### src/rtl/spi_txn_arbiter.sv
// rtl/spi_txn_arbiter.sv - round-robin sequencer of multi-byte SPI transactions onto one shared spi_master
module spi_txn_arbiter #(
    parameter int NREQ     = 2,
    parameter int LENW     = 4,
    parameter int SS_SETUP = 2,
    parameter int SS_HOLD  = 2
) (
    input  logic                 clk,
    input  logic                 rst,
    input  logic [NREQ-1:0]      req,
    input  logic [NREQ*LENW-1:0] req_len,
    input  logic [NREQ*2-1:0]    req_mode,
    input  logic [NREQ*8-1:0]    tx_data,
    output logic [NREQ-1:0]      grant,
    output logic [NREQ-1:0]      tx_ack,
    output logic [NREQ-1:0]      rx_valid,
    output logic [7:0]           rx_data,
    output logic [NREQ-1:0]      done,
    output logic [NREQ-1:0]      ss_n,
    output logic                 spi_cpol,
    output logic                 spi_cpha,
    output logic [7:0]           spi_din,
    output logic                 spi_start,
    input  logic                 spi_busy,
    input  logic [7:0]           spi_dout
);

    localparam int IW = $clog2(NREQ);
    localparam int TW = $clog2(2*SS_SETUP + SS_HOLD + 1);

    typedef enum logic [2:0] {
        S_IDLE, S_SETUP, S_LOAD, S_WAIT_BUSY, S_SHIFT, S_HOLD
    } state_t;

    state_t            state_q, state_d;
    logic [NREQ-1:0]   grant_q, grant_d;
    logic [NREQ-1:0]   tx_ack_q, tx_ack_d;
    logic [NREQ-1:0]   rx_valid_q, rx_valid_d;
    logic [7:0]        rx_data_q, rx_data_d;
    logic [NREQ-1:0]   done_q, done_d;
    logic [NREQ-1:0]   ss_n_q, ss_n_d;
    logic              cpol_q, cpol_d;
    logic              cpha_q, cpha_d;
    logic [7:0]        din_q, din_d;
    logic              start_q, start_d;
    logic [LENW-1:0]   cnt_q, cnt_d;
    logic [TW-1:0]     tmr_q, tmr_d;
    logic [IW-1:0]     gidx_q, gidx_d;
    logic [IW-1:0]     ptr_q, ptr_d;

    logic [IW-1:0]     win_idx;
    logic [IW-1:0]     cand;
    logic [LENW-1:0]   win_len;
    logic [1:0]        win_mode;
    logic              start_txn;

    function automatic logic [NREQ-1:0] onehot(input logic [IW-1:0] i);
        return NREQ'(1) << i;
    endfunction

    // Scan from farthest to nearest after the pointer so the nearest pending request wins.
    always_comb begin
        win_idx = ptr_q;
        cand    = ptr_q;
        for (int k = NREQ; k >= 1; k--) begin
            cand = IW'((int'(ptr_q) + k) % NREQ);
            if (req[cand]) begin
                win_idx = cand;
            end
        end
    end

    assign win_len   = req_len[win_idx*LENW +: LENW];
    assign win_mode  = req_mode[win_idx*2 +: 2];
    assign start_txn = (state_q == S_IDLE) && !spi_busy && (|req);

    always_ff @(posedge clk) begin
        if (rst) begin
            state_q    <= S_IDLE;
            grant_q    <= '0;
            tx_ack_q   <= '0;
            rx_valid_q <= '0;
            rx_data_q  <= '0;
            done_q     <= '0;
            ss_n_q     <= '1;
            cpol_q     <= 1'b0;
            cpha_q     <= 1'b0;
            din_q      <= '0;
            start_q    <= 1'b0;
            cnt_q      <= '0;
            tmr_q      <= '0;
            gidx_q     <= '0;
            ptr_q      <= IW'(NREQ - 1);
        end else begin
            state_q    <= state_d;
            grant_q    <= grant_d;
            tx_ack_q   <= tx_ack_d;
            rx_valid_q <= rx_valid_d;
            rx_data_q  <= rx_data_d;
            done_q     <= done_d;
            ss_n_q     <= ss_n_d;
            cpol_q     <= cpol_d;
            cpha_q     <= cpha_d;
            din_q      <= din_d;
            start_q    <= start_d;
            cnt_q      <= cnt_d;
            tmr_q      <= tmr_d;
            gidx_q     <= gidx_d;
            ptr_q      <= ptr_d;
        end
    end

    always_comb begin
        state_d = state_q;
        case (state_q)
            S_IDLE:      if (start_txn) state_d = (win_len == '0) ? S_IDLE : S_SETUP;
            S_SETUP:     if (tmr_q == TW'(2*SS_SETUP - 2)) state_d = S_LOAD;
            S_LOAD:      state_d = S_WAIT_BUSY;
            S_WAIT_BUSY: if (spi_busy) state_d = S_SHIFT;
            S_SHIFT:     if (!spi_busy) state_d = (cnt_q == LENW'(1)) ? S_HOLD : S_LOAD;
            S_HOLD:      if (tmr_q == TW'(SS_HOLD - 1)) state_d = S_IDLE;
            default:     state_d = S_IDLE;
        endcase
    end

    always_comb begin
        grant_d    = grant_q;
        tx_ack_d   = '0;
        rx_valid_d = '0;
        rx_data_d  = rx_data_q;
        done_d     = '0;
        ss_n_d     = ss_n_q;
        cpol_d     = cpol_q;
        cpha_d     = cpha_q;
        din_d      = din_q;
        start_d    = start_q;
        cnt_d      = cnt_q;
        tmr_d      = tmr_q;
        gidx_d     = gidx_q;
        ptr_d      = ptr_q;
        case (state_q)
            S_IDLE: begin
                // A zero-length grant lasts one cycle, so grant is cleared on every idle cycle.
                grant_d = '0;
                tmr_d   = '0;
                if (start_txn) begin
                    grant_d = onehot(win_idx);
                    cpol_d  = win_mode[1];
                    cpha_d  = win_mode[0];
                    cnt_d   = win_len;
                    ptr_d   = win_idx;
                    gidx_d  = win_idx;
                    if (win_len == '0) begin
                        done_d = onehot(win_idx);
                    end
                end
            end
            S_SETUP: begin
                tmr_d = tmr_q + TW'(1);
                if (tmr_q == TW'(SS_SETUP - 1)) begin
                    ss_n_d[gidx_q] = 1'b0;
                end
                if (tmr_q == TW'(2*SS_SETUP - 2)) begin
                    tmr_d = '0;
                end
            end
            S_LOAD: begin
                din_d    = tx_data[gidx_q*8 +: 8];
                start_d  = 1'b1;
                tx_ack_d = onehot(gidx_q);
            end
            S_WAIT_BUSY: begin
                if (spi_busy) begin
                    start_d = 1'b0;
                end
            end
            S_SHIFT: begin
                tmr_d = '0;
                if (!spi_busy) begin
                    rx_data_d  = spi_dout;
                    rx_valid_d = onehot(gidx_q);
                    cnt_d      = cnt_q - LENW'(1);
                end
            end
            S_HOLD: begin
                tmr_d = tmr_q + TW'(1);
                if (tmr_q == TW'(SS_HOLD - 1)) begin
                    ss_n_d  = '1;
                    done_d  = onehot(gidx_q);
                    grant_d = '0;
                    tmr_d   = '0;
                end
            end
            default: begin
                grant_d = '0;
            end
        endcase
    end

    assign grant     = grant_q;
    assign tx_ack    = tx_ack_q;
    assign rx_valid  = rx_valid_q;
    assign rx_data   = rx_data_q;
    assign done      = done_q;
    assign ss_n      = ss_n_q;
    assign spi_cpol  = cpol_q;
    assign spi_cpha  = cpha_q;
    assign spi_din   = din_q;
    assign spi_start = start_q;

endmodule

### config.mk
export PLATFORM = sky130hd
export DESIGN_NAME = spi_txn_arbiter
export DESIGN_NICKNAME = d
export VERILOG_FILES = /design/src/rtl/spi_txn_arbiter.sv
export SDC_FILE = /design/constraint.sdc
export NUM_CORES = 1
export LEC_CHECK = 0
export CORE_MARGIN = 3
export CORE_UTILIZATION = 48
export DETAILED_ROUTE_END_ITERATION = 10
export PLACE_DENSITY = 0.85
export SLEW_MARGIN = 20
export SYNTH_ARGS = -nofsm -noshare
export SYNTH_HDL_FRONTEND = slang
export SYNTH_SLANG_ARGS = --single-unit
export TNS_END_PERCENT = 10
### constraint.sdc
create_clock -name clk -period 2.4 [get_ports clk]
set_input_delay 0.72 -clock clk [delete_from_list [all_inputs] [get_ports clk]]
set_output_delay 0.72 -clock clk [all_outputs]
set_load 0.005 [all_outputs]
## Word-level counts from Yosys, hierarchy flattened

Cells that the tools add are included.

- Register bits: 41
- Input bits: 41
- Output and inout bits: 29
- Logic and storage cells: 104

- $add $sub $neg: 4
- Order comparisons: 4
- Equal/unequal tests: 14
- Shift-type cells: 5
- Muxes and demuxes: 34
- Bitwise gates (word level): 6
- Reductions and logical operators: 22

Operators by type and width:

| kind | count |
|---|---|
| 2-to-1 mux 3 bit | 8 |
| one-hot mux 3 bit (6 select lines) | 1 |
| variable part select 16 x 5 -> 8 bit | 1 |
| 2-to-1 mux 2 bit | 7 |
| != test 2 bit, second input constant | 6 |
| equality test 3 x 2 -> 1 bit, second input constant | 3 |
| 2-to-1 mux 1 bit | 9 |
| one-hot mux 3 bit (3 select lines) | 1 |
| 2-to-1 mux 4 bit | 2 |
| one-hot mux 2 bit (2 select lines) | 2 |
| one-hot mux 4 bit (2 select lines) | 1 |
| AND reduction 2 bit | 4 |
| variable part select 8 x 4 -> 4 bit | 1 |
| equality test 3 x 1 -> 1 bit, second input constant | 2 |
| equality test 3 bit, second input constant | 2 |
| less-than comparator 1 x 2 -> 1 bit, second input constant | 3 |
| one-hot mux 2 bit (3 select lines) | 1 |
| AND reduction 3 bit | 2 |
| nonzero test 2 bit | 3 |
| OR reduction 2 bit | 3 |
| AND reduction 5 bit | 1 |
| equality test 4 x 1 -> 1 bit, second input constant | 1 |
| logical NOT 4 bit | 1 |
| inverter 1 bit | 4 |
| 16 further kinds | 20 |

## Longest topological paths before layout

Gate-level depths: netlist (run 1).

- Word-level depth: 10
- Gate-level depth with buffers: 6
- Mapped depth without buffers: 5

## Worst setup path after synthesis (run 1)

OpenSTA, ideal clock, no wires.

- Path kind: in2reg
- Start point: in req_len[6]
- End point: reg state_q[0]
- Setup time: 136 ps
- Arrival: 1,450 ps
- Data required time: 2,264 ps
- Path slack: 814 ps
- Stages on the path: 4
- Buffers on the path: 0
- Cell sequence: nor4_1 -> nand3_1 -> a211oi_1 -> o32ai_1

- Longest elaborated chain between the ends: 5

Ends and longest elaborated chain:

| element | RTL line | RTL |
|---|---|---|
| start: declaration | 11 | `input logic [NREQ*LENW-1:0] req_len,` |
| variable part select 8 x 4 -> 4 bit | 73 | `assign win_len = req_len[win_idx*LENW +: LENW];` |
| logical NOT 4 bit | 116 | `S_IDLE: if (start_txn) state_d = (win_len == '0) ? S_IDLE : S_SETUP;` |
| 2-to-1 mux 1 bit | 116 |  |
| 2-to-1 mux 3 bit | 116 |  |
| one-hot mux 3 bit (6 select lines) | 115 | `case (state_q)` |
| end signal: assignment | 95 | `state_q <= state_d;` |
| end: declaration | 35 | `state_t state_q, state_d;` |

Every way passes these cells. The select of a mux whose other input is x is not followed.
A chain may end at the register's enable or synchronous reset.

## Final worst setup path (run 1)

- Start point: reg state_q[0]
- End point: reg cnt_q[3]

- Longest elaborated chain between the ends: 5
- Elaborated cells between the ends (all ways): 9
- Those cells by class: eq/ne: 3; mux: 1; reduce/logical: 5

Ends and longest elaborated chain:

| element | RTL line | RTL |
|---|---|---|
| logical NOT 3 bit | 75, 141 |  |
| logical AND 1 bit (2 in series) | 75 | `assign start_txn = (state_q == S_IDLE) && !spi_busy && (\|req);` |
| != test 2 bit (no line) | - |  |
| AND reduction 3 bit (no line) | - |  |
| end signal: assignment | 106 | `cnt_q <= cnt_d;` |
| end: declaration | 46 | `logic [LENW-1:0] cnt_q, cnt_d;` |

Parallel ways exist; a longest one is shown, timed or not.

==> impl_metrics.csv, run 1 <==
group,metric,value,unit
floorplan,die_area,4920,µm²
hold_path,hold_start,"rx_data[4]$_SDFFE_PP0P_",
sta,max_freq,505,MHz
route,drt-wirelength-per-cell,14.2,µm
clock_network,clock_latency,290,ps
critical_path,crit_start,"state_q[0]$_SDFFE_PP0P_",
hold_path,min_path_type,"flop to flop",
critical_path,crit_type,"flop to flop",
route,drc,0,
route,ant_nets,0,
sta,fin_ws,419,ps
pwr,p_sw_share,32.1,%
pwr,pwr-share-clk,24.7,%
pwr,p_comb_share,35.1,%
global_route,grt_pass1_vias,1790,
critical_path,path_max_fanout,12,
synthesis,syn_area,1970,µm²
sta,hold_viol,0,
layout,fillers,320,
synthesis,synth_cells,231,
layout,mostFrequentLayoutCell,"clkdlybuf4s50_1",
sta,fin_worst_skew,4.95,ps
clock_network,cts_made_buffers,5,
layout,multi_input_area,1030,µm²
pwr,power-per-cell-area,813,nW/µm²
synthesis,synth-edff-count,0,
layout,nets,342,
route,firstDrtPassIters,4,
route,vias,1934,
clock_network,cts-hold-fix-buffers,0,
sta,fin_crit,1980,ps
sta,slew_headroom,49.8,%
clock_network,cts-resized-gates,0,
layout,diodes,0,
flow_run,cap_violations,0,
route,wirelength,4930,µm
place,numPortBuffers,69,
global_route,grt_pass1_wl,8270,µm
pwr,internal_power,0.00155,W
clock_network,clk_pin_slew_worst_paths,80,ps
synthesis,synth_warnings,0,
place,dp_hpwl,3650,µm
global_route,antenna_found_initial,0,
synthesis,synth_nets,274,
clock_network,clk_path_buf_depth,2,
global_route,overflow,0,
clock_network,cts_root_buffer,"clkbuf_8",
sta,setup_viol,0,
global_route,grt_util_all_layers,20.6,%
critical_path,worstReg2RegStart,"state_q[0]$_SDFFE_PP0P_",
synthesis,synthArstFlopShare,0,%
clock_network,h-tree-depth,2,
layout,areaGrowthSynthToFinish,42.3,%
pwr,power_leakage,0.988,nW
critical_path,cp-end-kind,"flop",
synthesis,ys_ff_latch,41,
floorplan,fp.dieW,70.1,µm
synthesis,synthFlopType,"dfxtp_1",
place,gp_congestion,0.904,
synthesis,synth.avg_cell_area,8.55,µm²
floorplan,pin_count,70,
floorplan,rows,22,
sta,slew_viol_final,0,
synthesis,synthDistinctLibCells,50,
global_route,grt_max_degree,20,
pwr,pwr-share-seq,40.2,%
sta,worst_pin_slew,752,ps
place,pre_cts_ws,188,ps
layout,layout_common_cells,"clkdlybuf4s50_1, dfxtp_1, nand2_1",
route,first_iter_violations,85,
sta,layout_worst_path_cycle_share,82.5,%
floorplan,coreArea,3800,µm²
synthesis,yosysSeqAreaShare,41.6,%
clock_network,clock-sinks,41,
pwr,p_switching,0.000733,W
critical_path,cp-start-kind,"flop",
route,viasPerCell,5.56,
layout,post_route_cells_drive_above_1_share,8.00,%
floorplan,die_y,70.1,µm
run_status,status,"completed",
pwr,ir_worst_vdd,0.544,mV
critical_path,crit_arrival,2190,ps
clock_network,tritoncts,"built",
sta,rsz0062_at_grt,"no",
clock_network,post_cts_buffers,0,
floorplan,start_util,52.0,%
critical_path,worst-endpoint-required,2610,ps
layout,register_area,821,µm²
sta,finalSetupTns,0,ps
-- routing by layer --
metal	share of wire, %	up-vias	track usage, %	wire [µm]
met5	0	-	0	0
met4	0.95	0	5.53	47
met3	7.1	6	5.90	350
met2	49	75	34.2	2420
met1	43	881	26.2	2110
li1	-	972	-	-
-- synth_stat cells (2+ instances only) --
cell | instances | area, µm²
o32ai_1 | 2 | 17.5
a211oi_1 | 11 | 82.6
a221o_1 | 2 | 20.0
inv_1 | 7 | 26.3
nor4b_1 | 2 | 17.5
buf_4 | 5 | 37.5
nand2b_1 | 5 | 31.3
a31oi_1 | 4 | 25.0
a21boi_0 | 2 | 15.0
and3_1 | 5 | 31.3
nor4b_2 | 2 | 30.0
clkbuf_1 | 5 | 18.8
nor4_1 | 2 | 12.5
o21ai_1 | 3 | 15.0
a21oi_1 | 18 | 90.1
mux2i_1 | 9 | 90.1
ha_1 | 2 | 25.0
o21ai_0 | 3 | 15.0
nand3b_1 | 2 | 15.0
nor3_1 | 5 | 25.0
dfxtp_1 | 41 | 821
nand3_1 | 10 | 50.1
nor2_1 | 23 | 86.3
nor2b_1 | 2 | 12.5
buf_2 | 5 | 25.0
nand2_1 | 28 | 105
a311oi_1 | 3 | 26.3
-- cells by family (layout without fill, tap and decap cells) --
family          count (synthesis)  in the layout  synth area share, %
buf+inv                        24             93                 6.21
simple gates                   97             97                 26.3
flops                          41             41                 41.6
compound gates                 57             57                 19.6
mux                             9              9                 4.56
fa+ha+maj                       2              2                 1.27
xor+xnor                        1              1                0.444
-- critical path, stage by stage, from the launching register on --
cell	delay, ps
dfxtp_1	450
nor2_1	590
nor4b_2	310
buf_4	220
o21ai_1	120
a31oi_1	210
-- worst paths after layout --
kind | slack (ps) | to | cells after the start
setup / recovery | 420 | cnt_q[3]$_SDFFE_PP0P_ | 5
hold / removal | 460 | rx_data[4]$_SDFFE_PP0P_ | 2
setup reg to reg | 420 | cnt_q[3]$_SDFFE_PP0P_ | 5
hold reg to reg | 460 | rx_data[4]$_SDFFE_PP0P_ | 2
-- per-stage QoR --
step	hold WS (ps)	power [W]	instance area [µm²]	util, %	cells
after floorplan	453	0.00142	1970	-	231
after global placement	442	0.00171	2690	70.9	340
after detailed placement	451	0.00173	2690	70.9	340
after CTS	462	0.00230	2810	73.9	348
after global routing	487	0.00243	2810	73.9	348
final	459	0.00228	2810	73.9	348
-- cell type report --
class,instances,share of cell area [%]
Clock buffer,7,3.07
Clock inverter,1,1.07
Inverter,8,1.07
Multi-Input combinational cell,166,36.7
Sequential cell,41,29.2
Tap cell,48,2.14
Timing Repair Buffer,77,26.7
-- state kept, by name, summed over array words and instances, names as in the netlist --
name and cells:
cnt_q 4, done 2, gidx_q 1, grant 2
ptr_q 1, rx_data 8, rx_valid 2, spi_cpha 1
spi_cpol 1, spi_din 8, spi_start 1, ss_n 2
state_q 3, tmr_q 3, tx_ack 2
-- power by group through the flow --
stage	clock network (W)	registers [W]	logic, W
3_5_place_dp	0	0.000931	0.000798
6_report	0.000565	0.000917	0.000802
4_1_cts	0.000574	0.000917	0.000805
5_1_grt	0.000604	0.000939	0.000888
2_1_floorplan	0	0.000878	0.000545
3_3_place_gp	0	0.000925	0.000783
Note: power is estimated with default switching activity, not from simulation.
==> run 2, diff against run 1 <==
Settings changed: CORE_UTILIZATION 48 to 45, PLACE_DENSITY 0.85 to 0.8.
Clock period 2.4 ns to 2 ns, I/O delays scaled along.
==> run 2 against run 1 <==
  * Die area up 6.1%
  * Cell area increased by 1.8%
  * Combinational power up 26%
  * Clock power grew 16%
  * Critical path type is now flop to output pin
  * Highest routed layer unchanged
==> impl_metrics.csv, run 2 (synthesis results as in run 1) <==
group,metric,value,unit
run_status,status,"completed",
sta,hold_viol,0,
pwr,pwr-share-seq,39.8,%
place,gp_congestion,0.822,
clock_network,tritoncts,"built",
sta,fin_worst_skew,4.98,ps
global_route,grt_pass1_wl,8560,µm
critical_path,cp-start-kind,"flop",
critical_path,worst-endpoint-required,1400,ps
critical_path,reg2reg_to,"spi_cpha$_SDFFE_PP0P_",
layout,layout_common_cells,"clkdlybuf4s50_1, dfxtp_1, nand2_1",
global_route,grt_max_degree,25,
route,drc,0,
critical_path,cpPeakStageDelay,510,ps
clock_network,cts_root_buffer,"clkbuf_8",
sta,rsz0062_at_grt,"no",
pwr,power-per-cell-area,967,nW/µm²
pwr,p_comb_share,36.6,%
pwr,ir_worst_vdd,0.671,mV
route,first_iter_violations,93,
critical_path,crit_buf_inv,1,
pwr,p_switching,0.000912,W
critical_path,crit_type,"flop to output pin",
clock_network,cts_made_buffers,5,
sta,setup_viol,0,
route,ant_nets,0,
clock_network,clk_pin_slew_worst_paths,80,ps
critical_path,path_max_fanout,2,
route,viasPerCell,5.41,
floorplan,start_util,48.0,%
clock_network,clock_latency,300,ps
hold_path,min_path_type,"flop to flop",
place,pre_cts_ws,-72.4,ps
critical_path,r2r_cells,5,
critical_path,crit_family,"buffers and inverters",
hold_path,hold_start,"rx_data[5]$_SDFFE_PP0P_",
clock_network,post_cts_buffers,0,
floorplan,die_area,5220,µm²
route,firstDrtPassIters,4,
floorplan,rows,23,
pwr,power_leakage,1.02,nW
pwr,pwr-share-clk,23.7,%
floorplan,fp.dieW,72.2,µm
clock_network,cts-hold-fix-buffers,0,
global_route,antenna_found_initial,0,
floorplan,die_y,72.2,µm
route,vias,1930,
critical_path,cp-end-kind,"output pin",
layout,areaGrowthSynthToFinish,44.8,%
critical_path,crit_slowest_cell,"clkdlybuf4s50_1",
global_route,grt_pass1_vias,1854,
sta,max_freq,569,MHz
place,dp_hpwl,3690,µm
place,numPortBuffers,69,
floorplan,coreArea,4120,µm²
sta,worst_pin_slew,725,ps
layout,diodes,0,
sta,slew_headroom,51.6,%
sta,hold_ws,456,ps
layout,post_route_cells_drive_above_1_share,10.4,%
clock_network,clock-sinks,41,
sta,slew_viol_final,0,
hold_path,min_to,"rx_data[5]$_SDFFE_PP0P_",
clock_network,clk_path_buf_depth,2,
pwr,p_sw_share,33.0,%
global_route,overflow,0,
critical_path,path_cells,"clkdlybuf4s50_1",
global_route,grt_util_all_layers,20.8,%
clock_network,cts-resized-gates,0,
layout,nets,350,
critical_path,worstReg2RegStart,"state_q[0]$_SDFFE_PP0P_",
route,wirelength,5100,µm
clock_network,h-tree-depth,2,
floorplan,pin_count,70,
pwr,internal_power,0.00185,W
sta,fin_ws,242,ps
layout,mostFrequentLayoutCell,"clkdlybuf4s50_1",
sta,fin_crit,1760,ps
hold_path,hold-path-cell-count,2,
critical_path,crit_arrival,1160,ps
route,drt-wirelength-per-cell,14.3,µm
sta,layout_worst_path_cycle_share,87.9,%
critical_path,r2r_slack,340,ps
flow_run,cap_violations,0,
run 2: cell count changes in the layout (fill, tap and decap cells not counted):
cell      before  now
clkbuf_8       6    5
clkinv_2       0    1
clkbuf_1       1    0
buf_4          8   16
run 2: worst reg2reg max path, delay by kind of cell, from the launching register on:
family          cells  cell delay, ps
simple gates        3             730
buf+inv             1             220
flops               1             400
compound gates      1             230
run 2: routing by layer:
metal | GRT usage, % | routed length [µm] | vias to the layer above
met4 | 7.52 | 87 | 0
li1 | - | - | 979
met3 | 4.02 | 265 | 10
met5 | 0 | 0 | -
met2 | 34.6 | 2530 | 57
met1 | 26.8 | 2220 | 884
run 2: stage by stage:
| stage | total power [W] | cells | util, % | cell area (µm²) | TNS, ps |
|---|---|---|---|---|---|
| 5_1_grt | 0.00294 | 357 | 69.5 | 2860 | 0 |
| 2_1_floorplan | 0.00171 | 231 | - | 1970 | 0 |
| 3_3_place_gp | 0.00210 | 350 | 67.0 | 2760 | -7.73 |
| 3_5_place_dp | 0.00212 | 350 | 67.0 | 2760 | -230 |
| 6_report | 0.00277 | 357 | 69.5 | 2860 | 0 |
| 4_1_cts | 0.00277 | 357 | 69.5 | 2860 | 0 |
run 2: power by group through the flow:
stage,clock network (W),registers (W),logic [W]
3_5_place_dp,0,0.00111,0.00101
6_report,0.000655,0.00110,0.00101
5_1_grt,0.000695,0.00113,0.00112
4_1_cts,0.000661,0.00110,0.00101
3_3_place_gp,0,0.00111,0.000987
2_1_floorplan,0,0.00105,0.000654
run 2: final cells by class:
type / instances / area [µm²]
timing repair buffer: 85 / 811
multi-input combinational: 166 / 1030
tap: 50 / 62.6
clock inverter: 2 / 35.0
inverter: 8 / 30.0
fill: 352 / 1260
clock buffer: 5 / 68.8
sequential: 41 / 821
run 2: worst max-delay path by stage:
stage,start,end,cells past startpoint
global placement,spi_busy,spi_cpol$_SDFFE_PP0P_,5
detailed placement,req_len[6],state_q[0]$_SDFFE_PP0P_,5
floorplan,req_len[6],state_q[0]$_SDFFE_PP0P_,4
global route,req_len[6],state_q[0]$_SDFFE_PP0P_,5
finish,grant[0]$_SDFFE_PP0P_,grant[0],1
CTS,ss_n[1]$_SDFFE_PP1P_,ss_n[1],1
